`src/rtl/bus_pkg.sv`:
```
// Shared definitions for the bus front end: arbiter state encoding, read-select
// codes and the default slave address map.
package bus_pkg;

  typedef enum logic {
    M0_GRANT = 1'b0,
    M1_GRANT = 1'b1
  } arb_state_t;

  typedef enum logic [1:0] {
    RSEL_NONE = 2'b00,
    RSEL_S0   = 2'b01,
    RSEL_S1   = 2'b10
  } rsel_t;

  // Each slave owns a 32-word region, so only the top three address bits decode.
  localparam int         REGION_W    = 3;
  localparam logic [7:0] DEF_S0_BASE = 8'h00;
  localparam logic [7:0] DEF_S1_BASE = 8'h20;

endpackage

```
`src/rtl/bus_arb_dec_if.sv`:
```
// Bundles the master request, slave select and read-return signals of the bus.
// The slave modport is the arbiter/decoder's view; master is the surrounding bus.
interface bus_arb_dec_if #(
  parameter int ADDR_W = 8,
  parameter int DATA_W = 32
);

  logic              m0_req;
  logic              m1_req;
  logic              m0_wr;
  logic              m1_wr;
  logic [ADDR_W-1:0] m0_addr;
  logic [ADDR_W-1:0] m1_addr;
  logic [DATA_W-1:0] m0_dout;
  logic [DATA_W-1:0] m1_dout;
  logic              m0_grant;
  logic              m1_grant;
  logic              s0_sel;
  logic              s1_sel;
  logic [ADDR_W-1:0] s_addr;
  logic              s_wr;
  logic [DATA_W-1:0] s_din;
  logic [DATA_W-1:0] s0_dout;
  logic [DATA_W-1:0] s1_dout;
  logic [DATA_W-1:0] m_din;
  logic              dec_err;

  modport slave (
    input  m0_req, m1_req, m0_wr, m1_wr, m0_addr, m1_addr, m0_dout, m1_dout,
    input  s0_dout, s1_dout,
    output m0_grant, m1_grant, s0_sel, s1_sel, s_addr, s_wr, s_din,
    output m_din, dec_err
  );

  modport master (
    output m0_req, m1_req, m0_wr, m1_wr, m0_addr, m1_addr, m0_dout, m1_dout,
    output s0_dout, s1_dout,
    input  m0_grant, m1_grant, s0_sel, s1_sel, s_addr, s_wr, s_din,
    input  m_din, dec_err
  );

endinterface

```
`src/rtl/bus_addr_dec.sv`:
```
// Combinational region decoder: turns the owner's region bits and request into
// one-hot slave selects, or an unmapped flag when no slave claims the address.
module bus_addr_dec
  import bus_pkg::*;
#(
  parameter logic [REGION_W-1:0] S0_REGION = DEF_S0_BASE[7 -: REGION_W],
  parameter logic [REGION_W-1:0] S1_REGION = DEF_S1_BASE[7 -: REGION_W]
) (
  input  logic [REGION_W-1:0] region,
  input  logic                req,
  output logic                s0_sel,
  output logic                s1_sel,
  output logic                unmapped
);

  // S0 wins if both bases were ever configured to the same region.
  always_comb begin
    s0_sel   = 1'b0;
    s1_sel   = 1'b0;
    unmapped = 1'b0;
    if (req) begin
      if (region == S0_REGION) begin
        s0_sel = 1'b1;
      end else if (region == S1_REGION) begin
        s1_sel = 1'b1;
      end else begin
        unmapped = 1'b1;
      end
    end
  end

endmodule

```
`src/rtl/bus_arb_dec.sv`:
```
// Two-master arbiter and two-slave address decoder with a registered read
// return path; M1 holds the bus until it drops its request.
module bus_arb_dec
  import bus_pkg::*;
#(
  parameter int                ADDR_W  = 8,
  parameter int                DATA_W  = 32,
  parameter logic [ADDR_W-1:0] S0_BASE = DEF_S0_BASE,
  parameter logic [ADDR_W-1:0] S1_BASE = DEF_S1_BASE
) (
  input  logic            clk,
  input  logic            reset,
  bus_arb_dec_if.slave    bus
);

  localparam logic [REGION_W-1:0] S0_REGION = S0_BASE[ADDR_W-1 -: REGION_W];
  localparam logic [REGION_W-1:0] S1_REGION = S1_BASE[ADDR_W-1 -: REGION_W];

  arb_state_t        state;
  arb_state_t        stateNext;
  rsel_t             rsel;
  rsel_t             rselNext;
  logic              ownReq;
  logic              ownWr;
  logic [ADDR_W-1:0] ownAddr;
  logic [DATA_W-1:0] ownDin;
  logic              s0Sel;
  logic              s1Sel;
  logic              unmapped;
  logic              decErr;

  always_ff @(posedge clk or posedge reset) begin
    if (reset) begin
      state <= M0_GRANT;
    end else begin
      state <= stateNext;
    end
  end

  // M0 is the default owner; M1 only takes over when M0 is idle and then keeps it.
  always_comb begin
    stateNext = state;
    case (state)
      M0_GRANT: if (!bus.m0_req && bus.m1_req) stateNext = M1_GRANT;
      M1_GRANT: if (!bus.m1_req) stateNext = M0_GRANT;
      default:  stateNext = M0_GRANT;
    endcase
  end

  always_comb begin
    ownReq  = bus.m0_req;
    ownWr   = bus.m0_wr;
    ownAddr = bus.m0_addr;
    ownDin  = bus.m0_dout;
    if (state == M1_GRANT) begin
      ownReq  = bus.m1_req;
      ownWr   = bus.m1_wr;
      ownAddr = bus.m1_addr;
      ownDin  = bus.m1_dout;
    end
  end

  bus_addr_dec #(
    .S0_REGION (S0_REGION),
    .S1_REGION (S1_REGION)
  ) u_dec (
    .region   (ownAddr[ADDR_W-1 -: REGION_W]),
    .req      (ownReq),
    .s0_sel   (s0Sel),
    .s1_sel   (s1Sel),
    .unmapped (unmapped)
  );

  // Only mapped reads remember a source; writes, idles and misses return zero.
  always_comb begin
    rselNext = RSEL_NONE;
    if (!ownWr) begin
      if (s0Sel) begin
        rselNext = RSEL_S0;
      end else if (s1Sel) begin
        rselNext = RSEL_S1;
      end
    end
  end

  always_ff @(posedge clk or posedge reset) begin
    if (reset) begin
      rsel   <= RSEL_NONE;
      decErr <= 1'b0;
    end else begin
      rsel   <= rselNext;
      decErr <= unmapped;
    end
  end

  always_comb begin
    bus.m_din = '0;
    case (rsel)
      RSEL_S0: bus.m_din = bus.s0_dout;
      RSEL_S1: bus.m_din = bus.s1_dout;
      default: bus.m_din = '0;
    endcase
  end

  assign bus.m0_grant = (state == M0_GRANT);
  assign bus.m1_grant = (state == M1_GRANT);
  assign bus.s0_sel   = s0Sel;
  assign bus.s1_sel   = s1Sel;
  assign bus.s_addr   = ownAddr;
  assign bus.s_din    = ownDin;
  assign bus.s_wr     = ownWr && (s0Sel || s1Sel);
  assign bus.dec_err  = decErr;

endmodule
```
`src/flat_wrapper.sv`:
```
// flat-port wrapper written by rule: the top's interface ports become plain ports
module bus_arb_dec_flat import bus_pkg::*;
#(
  parameter int                ADDR_W  = 8,
  parameter int                DATA_W  = 32,
  parameter logic [ADDR_W-1:0] S0_BASE = DEF_S0_BASE,
  parameter logic [ADDR_W-1:0] S1_BASE = DEF_S1_BASE
)
  (clk, reset, bus_m0_req, bus_m1_req, bus_m0_wr, bus_m1_wr, bus_m0_addr, bus_m1_addr, bus_m0_dout, bus_m1_dout, bus_s0_dout, bus_s1_dout, bus_m0_grant, bus_m1_grant, bus_s0_sel, bus_s1_sel, bus_s_addr, bus_s_wr, bus_s_din, bus_m_din, bus_dec_err);
  bus_arb_dec_if #(.ADDR_W(ADDR_W), .DATA_W(DATA_W)) bus_i ();
  input  logic clk;
  input  logic reset;
  input wire logic [$bits(bus_i.m0_req)-1:0] bus_m0_req;
  input wire logic [$bits(bus_i.m1_req)-1:0] bus_m1_req;
  input wire logic [$bits(bus_i.m0_wr)-1:0] bus_m0_wr;
  input wire logic [$bits(bus_i.m1_wr)-1:0] bus_m1_wr;
  input wire logic [$bits(bus_i.m0_addr)-1:0] bus_m0_addr;
  input wire logic [$bits(bus_i.m1_addr)-1:0] bus_m1_addr;
  input wire logic [$bits(bus_i.m0_dout)-1:0] bus_m0_dout;
  input wire logic [$bits(bus_i.m1_dout)-1:0] bus_m1_dout;
  input wire logic [$bits(bus_i.s0_dout)-1:0] bus_s0_dout;
  input wire logic [$bits(bus_i.s1_dout)-1:0] bus_s1_dout;
  output wire logic [$bits(bus_i.m0_grant)-1:0] bus_m0_grant;
  output wire logic [$bits(bus_i.m1_grant)-1:0] bus_m1_grant;
  output wire logic [$bits(bus_i.s0_sel)-1:0] bus_s0_sel;
  output wire logic [$bits(bus_i.s1_sel)-1:0] bus_s1_sel;
  output wire logic [$bits(bus_i.s_addr)-1:0] bus_s_addr;
  output wire logic [$bits(bus_i.s_wr)-1:0] bus_s_wr;
  output wire logic [$bits(bus_i.s_din)-1:0] bus_s_din;
  output wire logic [$bits(bus_i.m_din)-1:0] bus_m_din;
  output wire logic [$bits(bus_i.dec_err)-1:0] bus_dec_err;
  assign bus_i.m0_req = bus_m0_req;
  assign bus_i.m1_req = bus_m1_req;
  assign bus_i.m0_wr = bus_m0_wr;
  assign bus_i.m1_wr = bus_m1_wr;
  assign bus_i.m0_addr = bus_m0_addr;
  assign bus_i.m1_addr = bus_m1_addr;
  assign bus_i.m0_dout = bus_m0_dout;
  assign bus_i.m1_dout = bus_m1_dout;
  assign bus_i.s0_dout = bus_s0_dout;
  assign bus_i.s1_dout = bus_s1_dout;
  assign bus_m0_grant = bus_i.m0_grant;
  assign bus_m1_grant = bus_i.m1_grant;
  assign bus_s0_sel = bus_i.s0_sel;
  assign bus_s1_sel = bus_i.s1_sel;
  assign bus_s_addr = bus_i.s_addr;
  assign bus_s_wr = bus_i.s_wr;
  assign bus_s_din = bus_i.s_din;
  assign bus_m_din = bus_i.m_din;
  assign bus_dec_err = bus_i.dec_err;
  bus_arb_dec #(.ADDR_W(ADDR_W), .DATA_W(DATA_W), .S0_BASE(S0_BASE), .S1_BASE(S1_BASE)) u_core (.clk(clk), .reset(reset), .bus(bus_i));
endmodule
```
`config.mk`:
```
export PLATFORM = sky130hd
export DESIGN_NAME = bus_arb_dec_flat
export DESIGN_NICKNAME = d
export VERILOG_FILES = /design/src/rtl/bus_pkg.sv /design/src/rtl/bus_arb_dec_if.sv /design/src/rtl/bus_addr_dec.sv /design/src/rtl/bus_arb_dec.sv /design/src/flat_wrapper.sv
export SDC_FILE = /design/constraint.sdc
export NUM_CORES = 1
export LEC_CHECK = 0
export ABC_AREA = 0
export BUFFER_PORTS_ARGS = -buffer_cell sky130_fd_sc_hd__buf_4
export CAP_MARGIN = 20
export CORE_AREA = 2 2 89 91
export CTS_BUF_LIST = sky130_fd_sc_hd__clkbuf_4 sky130_fd_sc_hd__clkbuf_8
export DETAILED_ROUTE_END_ITERATION = 6
export DIE_AREA = 0 0 91 93
export HOLD_SLACK_MARGIN = 0.12
export PLACE_DENSITY_LB_ADDON = 0.08
export SYNTH_ARGS = -nofsm -noshare
export SYNTH_HDL_FRONTEND = slang
export SYNTH_SLANG_ARGS = --single-unit
```
`constraint.sdc`:
```
create_clock -name clk -period 1.3 [get_ports clk]
set_input_delay 0.13 -clock clk [delete_from_list [all_inputs] [get_ports clk]]
set_output_delay 0.13 -clock clk [all_outputs]
set_load 0.05 [all_outputs]
```
# Word-level counts from Yosys, hierarchy flattened
# Cells that the tools add are included.
word_totals:
  latchBits: 0
  reg_bits: 4
  romBits: 0
  elab_cells: 31
  ram_bits: 0
  in_bits: 150
  out_inout_bits: 78
  mem_count: 0
classes:
  n_addsub: 0
  shift: 0
  multipliers: 0
  n_div: 0
  reduce_logical: 5
  mux: 19
  eq_ne: 3
  bitwise_logic: 1
  order_cmp: 0
ops:
  columns: ["operator", "n"]
  rows:
  - ["one-hot mux 32 bit (2 select lines)", 1]
  - ["2-to-1 mux 32 bit", 1]
  - ["2-to-1 mux 1 bit", 12]
  - ["2-to-1 mux 8 bit", 1]
  - ["2-to-1 mux 2 bit", 3]
  - ["== test 3 x 1 -> 1 bit, second input constant", 1]
  - ["zero test 3 bit", 1]
  - ["== test 2 x 1 -> 1 bit, second input constant", 1]
  - ["== test 2 bit, second input constant", 1]
  - ["logical AND 1 bit", 2]
  - ["one-hot mux 1 bit (2 select lines)", 1]
  - ["zero test 1 bit", 1]
  - ["logical OR 1 bit", 1]
  - ["NOT 1 bit", 1]

# Longest topological paths before layout
# Gate-level depths: netlist of the first run.
logic_depth:
  word_depth: 8
  depth_mapped: 5
  ltp_nobuf: 4

# Hierarchy
# From an unflattened synthesis of the first run, not the netlist that was laid out.
hier_totals:
  hier_cells: 140
  hier_area_um2: 1308.8
modules_own_cells:
  columns: ["mod", "cells_each", "area_per_inst_um2", "n_inst"]
  rows:
  - ["bus_arb_dec", 137, 1273.7, 1]
  - ["bus_addr_dec", 3, 35.0, 1]

# Worst setup path after synthesis of the first run
# No wires, ideal clock.
synth_timing:
  path_type: "register to output"
  startpoint: "reg u_core.state (netlist: u_core.bus.m1_grant)"
  endpoint: "out bus_s0_sel"
  slack_ps: -1013
  stages_incl_launch_ff: 5
  n_path_buf: 1
  required_time_ps: 1170
  arrival_time_ps: 2183
  path_cell_list: "dfrtp_1 buf_6 mux2i_1 inv_1 a21oi_1"
synth_via:
  elab_chain_cells: 4
  word_cells_on_any_way: 5
  classes_between: "4 x mux; 1 x reduce/logical"
synth_rtl:
  columns: ["item", "line_no", "rtl"]
  rows:
  - ["from (decl)", "bus_arb_dec.sv:19", "arb_state_t state;"]
  - ["from (signal assigned)", "bus_arb_dec.sv:36", "state <= stateNext;"]
  - ["2-to-1 mux 8 bit", "bus_arb_dec.sv:55", "if (state == M1_GRANT) begin"]
  - ["named net bus_s_addr[5]", "flat_wrapper.sv:27", "output wire logic [$bits(bus_i.s_addr)-1:0] bus_s_addr;"]
  - ["zero test 3 bit", "bus_addr_dec.sv:22", "if (region == S0_REGION) begin"]
  - ["2-to-1 mux 1 bit", "bus_addr_dec.sv:22", null]
  - ["2-to-1 mux 1 bit", "bus_addr_dec.sv:21", "if (req) begin"]
  - ["to (decl)", "flat_wrapper.sv:25", "output wire logic [$bits(bus_i.s0_sel)-1:0] bus_s0_sel;"]
# The timed path passes the listed nets, and every way through them passes these cells.

# Worst setup path in the final report of the first run
layout_timing:
  startpoint: "reg u_core.state (netlist: u_core.bus.m1_grant)"
  endpoint: "out bus_s_wr"
layout_via:
  elab_chain_cells: 7
  word_cells_on_any_way: 12
  classes_between: "1 x eq/ne; 8 x mux; 3 x reduce/logical"
layout_rtl:
  columns: ["item", "line_no", "rtl"]
  rows:
  - ["2-to-1 mux 8 bit", "bus_arb_dec.sv:55", null]
  - ["== test 3 x 1 -> 1 bit", "bus_addr_dec.sv:24", "end else if (region == S1_REGION) begin"]
  - ["2-to-1 mux 1 bit", "bus_addr_dec.sv:24", null]
  - ["2-to-1 mux 1 bit", "bus_addr_dec.sv:22", null]
  - ["2-to-1 mux 1 bit", "bus_addr_dec.sv:21", null]
  - ["logical OR 1 bit", "bus_arb_dec.sv:111", "assign bus.s_wr = ownWr && (s0Sel || s1Sel);"]
  - ["logical AND 1 bit *", "bus_arb_dec.sv:111", null]
  - ["to (decl)", "flat_wrapper.sv:28", "output wire logic [$bits(bus_i.s_wr)-1:0] bus_s_wr;"]
# Mark *: on every way between the ends. The rest lies on a longest branch, timed or not.

==> out/metrics.csv, run 1 <==
metric,value,unit
drtIter0Drc,20,
antenna_found_initial,0,
path_cells,or4b_4 > a21boi_4 > buf_8,
wirelength,7740,um
ioPinCount,228,
synth_enable_flop_cells,0,
leakagePower,1.83,nW
start_util,14.8,%
hold-worst-slack,0.192,ns
slowest_stage,or4b_4,
setup_tns,-20.60,ns
synth_cell_types,18,
critPathKind,flip-flop to primary output,
min_period,1.65,ns
core_area,7530,um^2
antennaDiodeCount,0,
synthMostInstantiatedCell,mux2_2,
drt_pass1_iterations,3,
htreeDepth,1,
maxSlewHeadroom,86.1,%
drv_slew,0,
dpl.hpwl,6050,um
drv_cap,0,
post-synth-top-area-fraction,40.5,%
critPathMaxFanout,5,
portBuffers,227,
postRouteAntennaNets,0,
synth_nets,293,
clockBufferDepth,2,
seq_area_frac_synth,9.00,%
hold_viol_final,0,
die_x,91,um
dieArea,8460,um^2
synth_commonest_cells,"40 x mux2_2, 32 x a22oi_1, 32 x nor2_1",
rsz0062_at_grt,true,
gp_congestion,0.761,
setup_violations,77,
remaining_drc_errors,0,
path_buf_inv,1,
cts-root-buf,clkbuf_8,
internal_power,1.13,mW
syn_area,1110,um^2
synth_area_leaders,"mux2_2 40%, a22oi_1 22%, nor2_1 11%",
p_comb_share,78.3,%
period_share,127,%
cts_sinks,4,
final_nets,535,
p_switching,864,uW
tritoncts,done,
path_clk_slew,0.04,ns
grt_overflow_total,0,
syn2layout_area_growth,270,%
dpl_cell_area,3540,um^2
utilization,54.7,%
drive_above_1_share,96.3,%
ys.flop_type,dfrtp_1,
final_area,4120,um^2
start_kind,flip-flop,
vdd_drop_max,306,uV
setup_slack,-0.353,ns
worstHoldPathType,input pin to flip-flop,
grt_pass1_vias,2391,
outcome,finished with violations,
cp.required,1.17,ns
chipHeight,93,um
crit_family,simple AND/OR/NAND/NOR gates,
numCtsBuffers,3,
synth_seq_cells,4,
grtUsageTotal,16.8,%
num_vias,2091,
cpPeakStageDelay,0.56,ns
wire_per_inst,16.0,um
ys_async_sr_fraction,100,%
p_sw_share,43.3,%
grt_pass1_wl,11400,um
pwr-share-clk,14.9,%
endpoint_kind,primary output,
p_seq_share,6.8,%
syn_avg_cell_area,7.89,um^2
pre_cts_slack,-0.286,ns
crit_arrival,1.52,ns
violations,setup timing,
core.rowCount,32,
final.setup_skew,0.00836,ns
post_drt_via_cell_ratio,4.32,
grt_max_degree,22,
power_density,485,nW/um^2
fill_cells,703,
yosys_warnings,0,
timing.fmax,0.605,GHz
clock_latency,0.22,ns
synth_top_area_cell,mux2_2,
syn_inst,141,
tightest_slew,0.204,ns
worst paths after layout:
| path | cells past startpoint | startpoint | to | slack [ns] |
|---|---|---|---|---|
| min in group asynchronous | 3 | reset | u_core.rsel[0] | 0.35 |
| min reg2reg | 2 | u_core.bus.m1_grant | u_core.rsel[0] | 0.65 |
| max in group asynchronous | 3 | reset | u_core.bus.m1_grant | 0.79 |
| min | 2 | bus_m1_req | u_core.bus.m1_grant | 0.19 |
| max reg2reg | 2 | u_core.bus.m1_grant | u_core.rsel[1] | -0.01 |
| max | 3 | u_core.bus.m1_grant | bus_s_wr | -0.35 |
repair_timing:
action,in CTS,in global routing
resized for setup,84,3
endpoints found under the hold margin,5,0
pin swaps,20,9
endpoints found under the setup margin,78,79
hold buffers,2,0
cloned,0,3
setup buffers,7,0
power by group through the flow:
| stage | Combinational (mW) | Clock, mW | Sequential, mW |
|---|---|---|---|
| final | 1.56 | 0.298 | 0.136 |
| after global placement | 1.44 | 0 | 0.137 |
| after detailed placement | 1.45 | 0 | 0.137 |
| after CTS | 1.55 | 0.310 | 0.136 |
| after global routing | 1.63 | 0.329 | 0.137 |
| after floorplan | 0.828 | 0 | 0.156 |
through the flow:
step | std cells | power (mW)
after floorplan | 141 | 0.983
after global placement | 468 | 1.58
after detailed placement | 468 | 1.58
after CTS | 481 | 2.00
after global routing | 484 | 2.09
final | 484 | 2.00
layout make-up:
cell class | count | area (um^2) | share of cell area (%)
multi-input cells | 118 | 1530 | 37.2
repair buffers | 251 | 2290 | 55.5
well taps | 102 | 128 | 3.10
flip-flops and latches | 4 | 101 | 2.46
inverters | 5 | 21.3 | 0.516
clock buffers | 4 | 48.8 | 1.18
layer usage:
layer / vias up / GRT usage, % / part of all wire [%]
li1: 1014 / - / -
met3: 2 / 3.79 / 7.5
met1: 971 / 15.7 / 31
met5: - / 0 / 0
met4: 0 / 3.79 / 0.52
met2: 104 / 36.3 / 61
logic make-up after synthesis:
family                     Yosys count  synth area share [%]
AOI/OAI and AO/OA                   41                  26.8
adders and majority gates            2                  2.25
buffers and inverters               19                  7.54
DFF                                  4                  9.00
muxes                               41                  41.4
and+or+nand+nor                     34                  13.0
state kept, by name, summed over array words and instances (netlist names):
name                 flops
u_core.rsel              2
u_core.bus.dec_err       1
u_core.bus.m1_grant      1
placed cells by master, fill, tap and decap left out, drive strengths merged, types with 4 or more instances in the layout:
master | netlist | routed
a22oi | 32 | 32
inv | 5 | 5
buf | 5 | 246
nor2 | 32 | 32
dfrtp | 4 | 4
clkbuf | 9 | 7
mux2 | 40 | 40
(Power assumes the default switching activity.)
==> run 2: changes to the inputs <==
- CORE_AREA: 2 2 89 91 -> 2 2 88 90
- DIE_AREA: 0 0 91 93 -> 0 0 90 92
- clock period: 1.3 -> 1.8 ns (I/O delays scaled with it)
==> run 2 against run 1 <==
  * The flow now finishes without violations
  * Highest routed layer unchanged
  * Final cell count decreased by 3.3%
  * Critical endpoint is now bus_s0_sel
  * Sequential power decreased by 28%
  * Critical path depth unchanged
  * Core utilization decreased by 12 points
  * Clock skew decreased by 0.0026 ns
  * Via count decreased by 5.0%
  * Sequential cell count unchanged
  * Worst hold slack got worse by 0.013 ns
  * Largest cell class unchanged
  * Clock-buffer cell count unchanged
==> out/metrics.csv, run 2 (synthesis results as in run 1) <==
metric,value,unit,change
htreeDepth,1,,unchanged
period_share,97.4,%,
dieArea,8280,um^2,-2.2%
numCtsBuffers,3,,unchanged
drt_pass1_iterations,3,,unchanged
core.rowCount,32,,unchanged
r2r_start,u_core.bus.m1_grant,,
syn2layout_area_growth,187,%,
grt_overflow_total,0,,unchanged
layout_commonest_cell,buf_4,,
wirelength_met1,2260,um,-6.4%
rsz0062_at_grt,true,,
clock_latency,0.22,ns,about the same
antennaDiodeCount,0,,unchanged
endpoint_kind,primary output,,
cts-root-buf,clkbuf_8,,
wire_per_inst,14.0,um,-12%
path_clk_slew,0.03,ns,about the same
core_area,7450,um^2,-1.1%
cp.required,1.62,ns,+0.45 ns
remaining_drc_errors,0,,unchanged
hold_viol_final,0,,unchanged
grt_max_degree,47,,+110%
clockBufferDepth,2,,unchanged
hold-worst-slack,0.178,ns,-0.0134 ns
finalNonFillerCells,468,,-3.3%
timing.fmax,0.571,GHz,
die_x,90,um,-1.1%
drv_slew,0,,unchanged
tritoncts,done,,
route.met3.wl,787,um,+35%
grtUsageTotal,14.5,%,-2.3 points
tightest_slew,0.212,ns,+0.00864 ns
maxUsedRoutingLayer,met4,,
grt_pass1_vias,2033,,-15%
outcome,"finished, final reports clean",,
ioPinCount,228,,unchanged
wirelength,6560,um,-15%
num_vias,1986,,-5.0%
final.setup_skew,0.00575,ns,-0.00262 ns
cts_sinks,4,,unchanged
worstHoldPathType,input pin to flip-flop,,
maxSlewHeadroom,85.4,%,-0.69 points
final_nets,519,,-3.0%
chipHeight,92,um,-1.1%
gp_congestion,0.735,,-3.5%
wl_met2,3460,um,-26%
critPathLaunch,u_core.bus.m1_grant,,
dpl.cell_count,461,,-1.5%
power_density,391,nW/um^2,-19%
crit_arrival,1.57,ns,+0.05 ns
min_period,1.75,ns,
post_drt_via_cell_ratio,4.24,,-1.8%
grt_pass1_wl,9960,um,-13%
leakagePower,1.50,nW,-18%
start_kind,flip-flop,,
regMostFlops,u_core.rsel,,
dpl.hpwl,5440,um,-10%
drv_cap,0,,unchanged
final_cell_mix,"226 x buf_4, 40 x mux2_2, 32 x a22oi_1",,
vdd_drop_max,246,uV,-20%
drtIter0Drc,41,,+110%
portBuffers,227,,unchanged
postRouteAntennaNets,0,,unchanged
critPathMaxFanout,5,,unchanged
largest_register_ff_count,2,,unchanged
antenna_found_initial,0,,unchanged
setup_violations,0,,-100%
critPathKind,flip-flop to primary output,,
drive_above_1_share,84.4,%,-12 points
start_util,14.9,%,+0.16 points
min_from,bus_m0_req,,
==> run 2: cell types whose count changed in the layout (fill, tap and decap cells not counted), sizes merged <==
| cell | delta |
|---|---|
| buf | -13 |
| clkbuf | -2 |
| dlygate4sd3 | -1 |
==> run 2: repair_timing <==
action                                 CTS  global route
buffers inserted                         0             1
endpoints found under the hold margin    4             0
resized for setup                        1             6
pin swaps                                0             2
hold buffers                             1             0
cloned                                   0             1
setup endpoints to repair                3             3
==> run 2: final timing paths <==
kind                                  endpoint  slack (ns)  cells after the start
max in group asynchronous  u_core.bus.m1_grant        1.23                      3
hold reg to reg                 u_core.rsel[1]        0.72                      2
setup / recovery                    bus_s0_sel        0.05                      3
hold / removal             u_core.bus.m1_grant        0.18                      2
setup reg to reg                u_core.rsel[1]        0.45                      2
min in group asynchronous   u_core.bus.dec_err        0.41                      3
==> run 2: where the power goes <==
group          leakage [nW]  switching, mW  total [mW]  internal [mW]
registers            0.0514        0.00302      0.0985         0.0955
logic                  1.42          0.500       0.936          0.437
clock network        0.0262         0.0470       0.213          0.166
total                  1.50          0.550        1.25          0.698
==> run 2: per-stage QoR <==
stage	setup slack [ns]	utilization (%)	TNS [ns]	power, mW	instance area, um^2
3_3_place_gp	0.107	41.1	0	1.02	3060
2_1_floorplan	-0.0592	-	-0.401	0.602	1210
3_5_place_dp	0.102	41.1	0	1.02	3060
6_report	0.0474	42.8	0	1.25	3190
4_1_cts	0.00345	42.0	0	1.25	3130
5_1_grt	-0.00986	42.8	-0.00986	1.31	3190
==> run 2: cell type report <==
cell class / instances / area [um^2]
clock buffer: 4 / 48.8
sequential: 4 / 101
fill: 775 / 4260
timing repair buffer: 235 / 1850
inverter: 5 / 18.8
tap: 102 / 128
multi-input combinational: 118 / 1040
==> run 2: layer usage <==
metal,vias to the layer above,GRT usage (%)
li1,979,-
met1,883,15.3
met2,120,26.4
met3,4,6.24
met4,0,3.85
met5,-,0
==> run 2: critical path: stages (launching register included) <==
cell     delay [ns]
dfrtp_2        0.42
or4b_4         0.60
a21oi_4        0.17
buf_8          0.16
